--- src/rtl/task_arbiter.sv ---
// Multi-tenant task arbiter: one holding slot per tree, round-robin issue
// into a shared downstream task FIFO.
module task_arbiter #(
  parameter int PTW           = 16,
  parameter int TREE_NUM      = 4,
  parameter int TREE_NUM_BITS = $clog2(TREE_NUM)
) (
  input  logic                            clk,
  input  logic                            rst,
  input  logic [TREE_NUM-1:0]             req_valid,
  input  logic [TREE_NUM-1:0]             req_push,
  input  logic [TREE_NUM*PTW-1:0]         req_data,
  output logic [TREE_NUM-1:0]             req_ready,
  input  logic                            fifo_full,
  output logic                            fifo_wr_en,
  output logic [PTW+TREE_NUM_BITS:0]      fifo_din,
  output logic [31:0]                     issued_cnt
);

  localparam int IW = TREE_NUM_BITS + 1;

  logic [TREE_NUM-1:0]      pend_valid;
  logic [TREE_NUM-1:0]      pend_op;
  logic [PTW-1:0]           pend_data [TREE_NUM];
  logic [TREE_NUM_BITS-1:0] rr_ptr;
  logic [TREE_NUM_BITS-1:0] rr_nxt;
  logic [TREE_NUM-1:0]      grant;
  logic [TREE_NUM_BITS-1:0] gnt_idx;
  logic                     gnt_any;
  logic [IW-1:0]            scan;

  // Walk from rr_ptr with wrap; the first pending slot wins.
  always_comb begin
    grant   = '0;
    gnt_idx = '0;
    gnt_any = 1'b0;
    scan    = '0;
    for (int k = 0; k < TREE_NUM; k++) begin
      scan = IW'(rr_ptr) + IW'(k);
      if (scan >= IW'(TREE_NUM)) begin
        scan = scan - IW'(TREE_NUM);
      end
      if (!gnt_any && !fifo_full && !rst &&
          pend_valid[scan[TREE_NUM_BITS-1:0]]) begin
        gnt_any = 1'b1;
        gnt_idx = scan[TREE_NUM_BITS-1:0];
        grant[scan[TREE_NUM_BITS-1:0]] = 1'b1;
      end
    end
  end

  always_comb begin
    rr_nxt = rr_ptr;
    if (gnt_any) begin
      if (gnt_idx == TREE_NUM_BITS'(TREE_NUM - 1)) begin
        rr_nxt = '0;
      end else begin
        rr_nxt = gnt_idx + 1'b1;
      end
    end
  end

  assign req_ready  = ~pend_valid | grant;
  assign fifo_wr_en = gnt_any;

  always_comb begin
    fifo_din = '0;
    if (gnt_any) begin
      fifo_din = {pend_op[gnt_idx], gnt_idx, pend_data[gnt_idx]};
    end
  end

  // A slot granted and refilled in the same cycle keeps the new task.
  always_ff @(posedge clk) begin
    if (rst) begin
      pend_valid <= '0;
      pend_op    <= '0;
      rr_ptr     <= '0;
      issued_cnt <= '0;
      for (int i = 0; i < TREE_NUM; i++) begin
        pend_data[i] <= '0;
      end
    end else begin
      rr_ptr <= rr_nxt;
      if (gnt_any) begin
        issued_cnt <= issued_cnt + 32'd1;
      end
      for (int i = 0; i < TREE_NUM; i++) begin
        if (req_valid[i] && req_ready[i]) begin
          pend_valid[i] <= 1'b1;
          pend_op[i]    <= req_push[i];
          pend_data[i]  <= req_push[i] ? req_data[i*PTW +: PTW] : '0;
        end else if (grant[i]) begin
          pend_valid[i] <= 1'b0;
        end
      end
    end
  end

endmodule

--- config.mk ---
export PLATFORM = sky130hd
export DESIGN_NAME = task_arbiter
export DESIGN_NICKNAME = d
export VERILOG_FILES = /design/src/rtl/task_arbiter.sv
export SDC_FILE = /design/constraint.sdc
export NUM_CORES = 1
export LEC_CHECK = 0
export BUFFER_PORTS_ARGS = -buffer_cell sky130_fd_sc_hd__buf_2
export CAP_MARGIN = 20
export CORE_ASPECT_RATIO = 0.7
export CORE_MARGIN = 2
export CORE_UTILIZATION = 55
export DETAILED_ROUTE_END_ITERATION = 10
export PLACE_DENSITY = 0.81
export SETUP_SLACK_MARGIN = 0.05
export SLEW_MARGIN = 20
export SYNTH_ARGS = -nofsm -noshare
export SYNTH_HDL_FRONTEND = slang
export SYNTH_SLANG_ARGS = --single-unit
export TNS_END_PERCENT = 20
--- constraint.sdc ---
create_clock -name clk -period 3.5 [get_ports clk]
set_clock_uncertainty 0.15 [all_clocks]
set_input_delay 0.175 -clock clk [delete_from_list [all_inputs] [get_ports clk]]
set_output_delay 0.175 -clock clk [all_outputs]
set_load 0.01 [all_outputs]
==> reports/results.txt, run 1 <==
Die W: 127.0 um
Vias: 5,411
Min-delay worst type: in -> reg
Post-synth ARST share: 0
Slew Viols, Final: 0
IO Pins: 131
Global-route wire length before repair: 26.44 mm
PortBufs: 130
RSZ-0062 raised after global routing: false
Syn Area/Cell: 10.11 um2
Max Fclk: 298.6 MHz
Crit path max-delay cell type: ha_2
Largest cells by area after synthesis: edfxtp_1 (33%), dfxtp_1 (14%), and2_1 (7.2%)
Main synth FF type: edfxtp_1
Setup TNS: 0 ps
Initial Util: 0.5644
Buffers from clock root to sink, at most: 2
Final Hold Viols: 0
Vias per std cell: 5.972
Seq/Total Area, Yosys: 0.4744
Grt total ovfl: 0
Final setup vio count: 0
Number of flops mapped to enable cells by yosys: 64
Row count: 31
CP Max Fanout: 29
Synth warn: 0
Syn_nets: 656
Status: complete, no violations
HPWL Detailed: 10.82 mm
Part of the cycle the worst path needs: 0.9569
Arrival time of the worst setup path: 3020 ps
Final WS setup: 150.7 ps
Final RePlAce weighted congestion: 0.9661
Slew margin rel.: 0.5005
CP cell instances: inv_1 > ha_2 > mux2i_1 > o32a_2 > or3_1 > buf_4 > a211oi_1 > a311oi_1 > buf_2
Final WL: 16.87 mm
Fin crit period: 3349 ps
Most frequent cells in the layout: buf_2 (130), and2_1 (66), dlygate4sd3_1 (66)
Htree depth: 3
Crit end category: primary output
# DRC: 0
Top cell type's share of synthesized area: 0.3300
DR iter-0 viols: 597
Worst path required time: 3170 ps
CTS root buf: clkbuf_16
Max-Cap Viols: 0
CP peak stage delay: 430 ps
1st-pass router iterations: 5
Pwr Total: 3075 uW
Initial antenna violation count: 0
Final #Nets: 849
TritonCTS Sinks: 106
Share of layout cells above drive strength 1: 0.2558
CTS tree: done
Diodes inserted: 0
Power Density: 402.4 mW/mm2
Core area: 0.01032 mm2
Mapped cell area: 0.005823 mm2
CP Class: reg -> out
Netlist cell types: 61
Post-Syn Instances: 576
Area of the die: 0.01144 mm2
GR Util All Layers: 0.2923
Setup WS pre-CTS: 240.0 ps
Dominant cell type by area after synthesis: edfxtp_1
Clock slew at reported path FFs: 70 ps
Worst Tran Pin Value: 749.2 ps
Largest net degree at the start of global routing: 31
WL/cell: 18.61 um
Number of nets with antenna violations after routing: 0
Dpl cell area: 0.006560 mm2
#FFs+latches synth: 106
Die Height: 90.09 um
CP startpoint kind: flop
Cell area after layout: 0.007644 mm2
CTS Buf Count: 9
Number of global-route vias before repair: 5,307
Area grow syn2layout: 31.26%
Skew-Pair Late Insertion Delay: 350 ps
Worst vdd ir: 0.0003041 V
Commonest non-fill, non-tap cell in the layout: buf_2
Leak: 0.003134 uW
[state kept, by name (all words and copies together), names as in the netlist]
| signal | cells |
|---|---|
| issued_cnt | 32 |
| pend_op | 4 |
| pend_valid | 4 |
| pend_data | 64 |
| rr_ptr | 2 |
[power by group]
part | total [uW] | switching [uW] | leakage [uW] | internal, uW
clock network | 1060 | 485 | 0.000149 | 570
registers | 1430 | 40.1 | 0.00103 | 1390
logic | 585 | 325 | 0.00195 | 260
total | 3080 | 850 | 0.00313 | 2230
[path summary, 6_finish.rpt]
path | startpoint | slack (ps) | end | cells past startpoint
worst min-delay path | req_valid[0] | 30 | pend_valid[0] | 3
worst max register to register | rr_ptr[0] | 270 | pend_data[1][13] | 9
worst min register to register | issued_cnt[31] | 340 | issued_cnt[31] | 2
worst max-delay path | rr_ptr[0] | 150 | fifo_din[1] | 9
[final cells by class]
type / instances / area (um2)
inverters: 34 / 130.1
clock buffers: 9 / 225.2
repair buffers: 221 / 1506
flip-flops and latches: 106 / 2763
well taps: 132 / 165.2
fillers: 688 / 2674
clock inverters: 7 / 83.83
multi-input cells: 397 / 2770
[layer usage]
metal / wire (um) / up-vias / share of wire / track usage
li1: - / 2514 / - / -
met3: 1474 / 57 / 0.087 / 0.06369
met5: 0 / - / 0 / 0
met4: 469 / 0 / 0.028 / 0.09066
met2: 8057 / 300 / 0.48 / 0.4888
met1: 6863 / 2540 / 0.41 / 0.3818
[Yosys cell counts, types with 2 or more instances]
master	number
a2111oi_4	3
a211oi_1	8
a21oi_1	22
a221oi_1	6
a311oi_1	6
a31o_2	3
a32o_1	6
and2_1	67
and3_1	7
and4_1	3
buf_2	9
buf_4	3
buf_6	4
clkbuf_1	23
dfxtp_1	42
edfxtp_1	64
ha_1	5
inv_1	33
mux2i_1	15
mux4_2	3
nand2_1	51
nand2b_1	13
nand3_1	10
nand4_1	18
nand4b_1	11
nor2_1	21
nor2b_1	4
nor3_1	12
nor3b_1	2
nor4_1	7
nor4bb_1	2
o211ai_1	14
o21ai_0	10
o21bai_1	4
o22ai_1	3
o311a_4	3
o31ai_1	6
or2_2	4
or3_1	5
or4_1	12
xnor2_1	11
xor2_1	2
[stage by stage]
| stage | util | instances | hold slack (ps) |
|---|---|---|---|
| global route | 0.7408 | 906 | 17.46 |
| floorplan | - | 576 | 154.5 |
| finish | 0.7408 | 906 | 25.53 |
| detailed placement | 0.6358 | 815 | 304.5 |
| global placement | 0.6358 | 815 | 301.7 |
| CTS | 0.7328 | 899 | 6.091 |
[worst max-delay path, delay by kind of cell (launching register included)]
kind / cells / cell delay (ps)
buffers and inverters: 3 / 520
AO/OA/AOI/OAI: 3 / 910
flip-flops: 1 / 340
AND/OR/NAND/NOR: 1 / 340
adder cells (fa/ha/maj): 1 / 430
multiplexers: 1 / 120
[logic make-up after synthesis]
group                      count (synthesis)  synth area share
and+or+nand+nor                          257            0.2557
adders and majority gates                  5           0.01074
DFF                                      106            0.4744
buffers and inverters                     73           0.05608
AOI/OAI and AO/OA                        104            0.1461
xor gates and xnor gates                  13           0.01955
muxes                                     18           0.03739
[what timing repair did]
action	in CTS	in global routing
endpoints found under the setup margin	17	17
hold endpoints to repair	66	0
pin swaps	1	2
setup buffers	2	7
cloned	0	0
hold buffers	66	0
resized for setup	4	6
Note: power is estimated with default switching activity, not from simulation.
==> inputs of run 2 (changes only) <==
==> constraint.sdc (replaced) <==
create_clock -name clk -period 3.5 [get_ports clk]
set_clock_uncertainty 0.15 [all_clocks]
set_input_delay 0.7 -clock clk [delete_from_list [all_inputs] [get_ports clk]]
set_output_delay 0.7 -clock clk [all_outputs]
set_load 0.01 [all_outputs]
==> reports/results.txt, run 2 (synthesis results as in run 1) <==
Gate power share: 0.209
Setup TNS: -681.2 ps
Buffers from clock root to sink, at most: 2
Final WS setup: -70.15 ps
CP startpoint kind: flop
Grt total ovfl: 0
IO Pins: 131
Status: complete, but fails checks
Internal power consumption: 2174 uW
Final #Nets: 794
Fin crit period: 3570 ps
Final WL: 15.89 mm
Worst reg2reg path depth: 7
Clock slew at reported path FFs: 70 ps
Commonest non-fill, non-tap cell in the layout: buf_2
WHS Endpoint: pend_op[0]
Row count: 31
Number of global-route vias before repair: 4,807
Top flop regs: pend_data (64), issued_cnt (32)
Die Height: 90.09 um
Largest Register: pend_data
GR Util All Layers: 0.2773
Dpl cell area: 0.006735 mm2
CP peak stage delay: 390 ps
Reg area: 0.002770 mm2
CTS tree: done
Final hold slack: 331.8 ps
Initial antenna violation count: 0
Placed cells: 827
Max-Cap Viols: 0
Final RePlAce weighted congestion: 0.9242
CTS Buf Count: 9
Min-delay worst type: reg -> reg
Final setup vio count: 17
Slew Viols, Final: 0
Power Density: 413.0 mW/mm2
Final Core Density: 0.7179
Largest net degree at the start of global routing: 59
Worst Tran Pin Value: 685.3 ps
Worst path required time: 2650 ps
Diodes inserted: 0
Post-CTS Hold Buffers: 0
CP Max Fanout: 12
Critical R2R Launch: rr_ptr[0]
Area grow syn2layout: 27.20%
Vias per std cell: 6.026
Failing checks: setup timing
Max FFs per register: 64
CP Class: reg -> out
Reg2reg end: pend_data[1][3]
RSZ-0062 raised after global routing: true
Area of the die: 0.01144 mm2
Cell area after layout: 0.007407 mm2
Crit path max-delay cell type: dfxtp_4
Net Sw Frac: 0.2895
Crit end category: primary output
WL/cell: 18.68 um
Vias: 5,128
Number of nets with antenna violations after routing: 0
Most frequent cells in the layout: buf_2 (130), and2_1 (66), edfxtp_1 (64)
1st-pass router iterations: 5
HPWL Detailed: 10.83 mm
Kind of cell adding the most delay to the critical path: compound AO/OA/AOI/OAI gates
Skew-Pair Late Insertion Delay: 350 ps
Max Fclk: 280.1 MHz
Hold path start: pend_op[0]
Sequential Power Share: 0.470
PortBufs: 130
Arrival time of the worst setup path: 2720 ps
Global-route wire length before repair: 24.84 mm
# DRC: 0
TritonCTS Sinks: 106
Clock network fraction of total power: 0.321
Hold Crit Depth: 2
P_sw: 885.7 uW
Core area: 0.01032 mm2
CTS root buf: clkbuf_16
Initial Util: 0.5644
Slew margin rel.: 0.5431
FF-to-FF setup slack: 310 ps
Final Hold Viols: 0
Final cell count without fillers: 851
Die W: 127.0 um
Multi-input gate area: 0.003033 mm2
DR iter-0 viols: 489
CP cell instances: inv_4 > ha_4 > mux4_2 > o21bai_4 > buf_4 > a221oi_1 > a211oi_2 > a311oi_2 > buf_2
Part of the cycle the worst path needs: 1.020
Share of layout cells above drive strength 1: 0.3463
Htree depth: 3
Fill cell count: 739
Leak: 0.002986 uW
WP buf/inv: 3
Worst vdd ir: 0.0002621 V
## run 2: cell types whose count changed in the layout (fill, tap and decap cells not counted), moves of 4 or more
cell	change
a211oi_1	-6
a211oi_2	+5
a221oi_1	-5
a311oi_1	-5
a311oi_2	+5
buf_6	+4
dfxtp_1	-4
dlygate4sd3_1	-66
mux2i_1	-6
mux2i_2	+4
## run 2: worst max path at each step
stage / start / end / slack, ps / depth (start not counted)
global route: rr_ptr[0] / fifo_din[2] / -150 / 10
global placement: rst / fifo_din[10] / 30 / 8
detailed placement: rst / fifo_din[1] / -70 / 8
CTS: rr_ptr[0] / fifo_din[6] / -10 / 10
floorplan: rr_ptr[0] / fifo_din[0] / 60 / 12
finish: rr_ptr[0] / fifo_din[6] / -70 / 9
## run 2: power groups by stage
stage	sequential (uW)	clock [uW]	combinational, uW
after floorplan	1440	0	353
after global placement	1450	0	494
after detailed placement	1460	0	507
after CTS	1430	998	565
after global routing	1440	1040	683
final	1440	982	640
## run 2: worst reg2reg max path, stage by stage (launching register included)
cell and delay, ps:
dfxtp_4 390, buf_4 170, mux4_2 540, buf_6 180
or4b_1 510, o2111ai_2 130, or2_4 190, a21o_1 560
## run 2: per-layer routing
layer	vias up	GRT usage	routed length (um)
met5	-	0	0
met4	0	0.08700	318
met3	26	0.06905	1187
met2	239	0.4431	7574
met1	2464	0.3739	6811
li1	2399	-	-
## run 2: timing repair
| item | 4_1_cts | 5_1_grt |
|---|---|---|
| gates cloned | 1 | 2 |
| endpoints found under the setup margin | 19 | 19 |
| pin swaps | 6 | 20 |
| gates resized for setup | 29 | 32 |
| buffers inserted | 3 | 2 |
| hold endpoints to repair | 0 | 0 |
## run 2: through the flow
stage	power (uW)	worst slack (ps)
floorplan	1794	55.95
global placement	1948	33.04
detailed placement	1964	-66.83
CTS	2993	-13.86
global route	3163	-151.3
finish	3059	-70.15
## run 2: cell type report
class	instances	area share
tap	132	0.02230
multi-input combinational	397	0.4095
sequential	106	0.3740
inverter	34	0.01926
clock buffer	9	0.03041
clock inverter	7	0.007770
timing repair buffer	166	0.1368
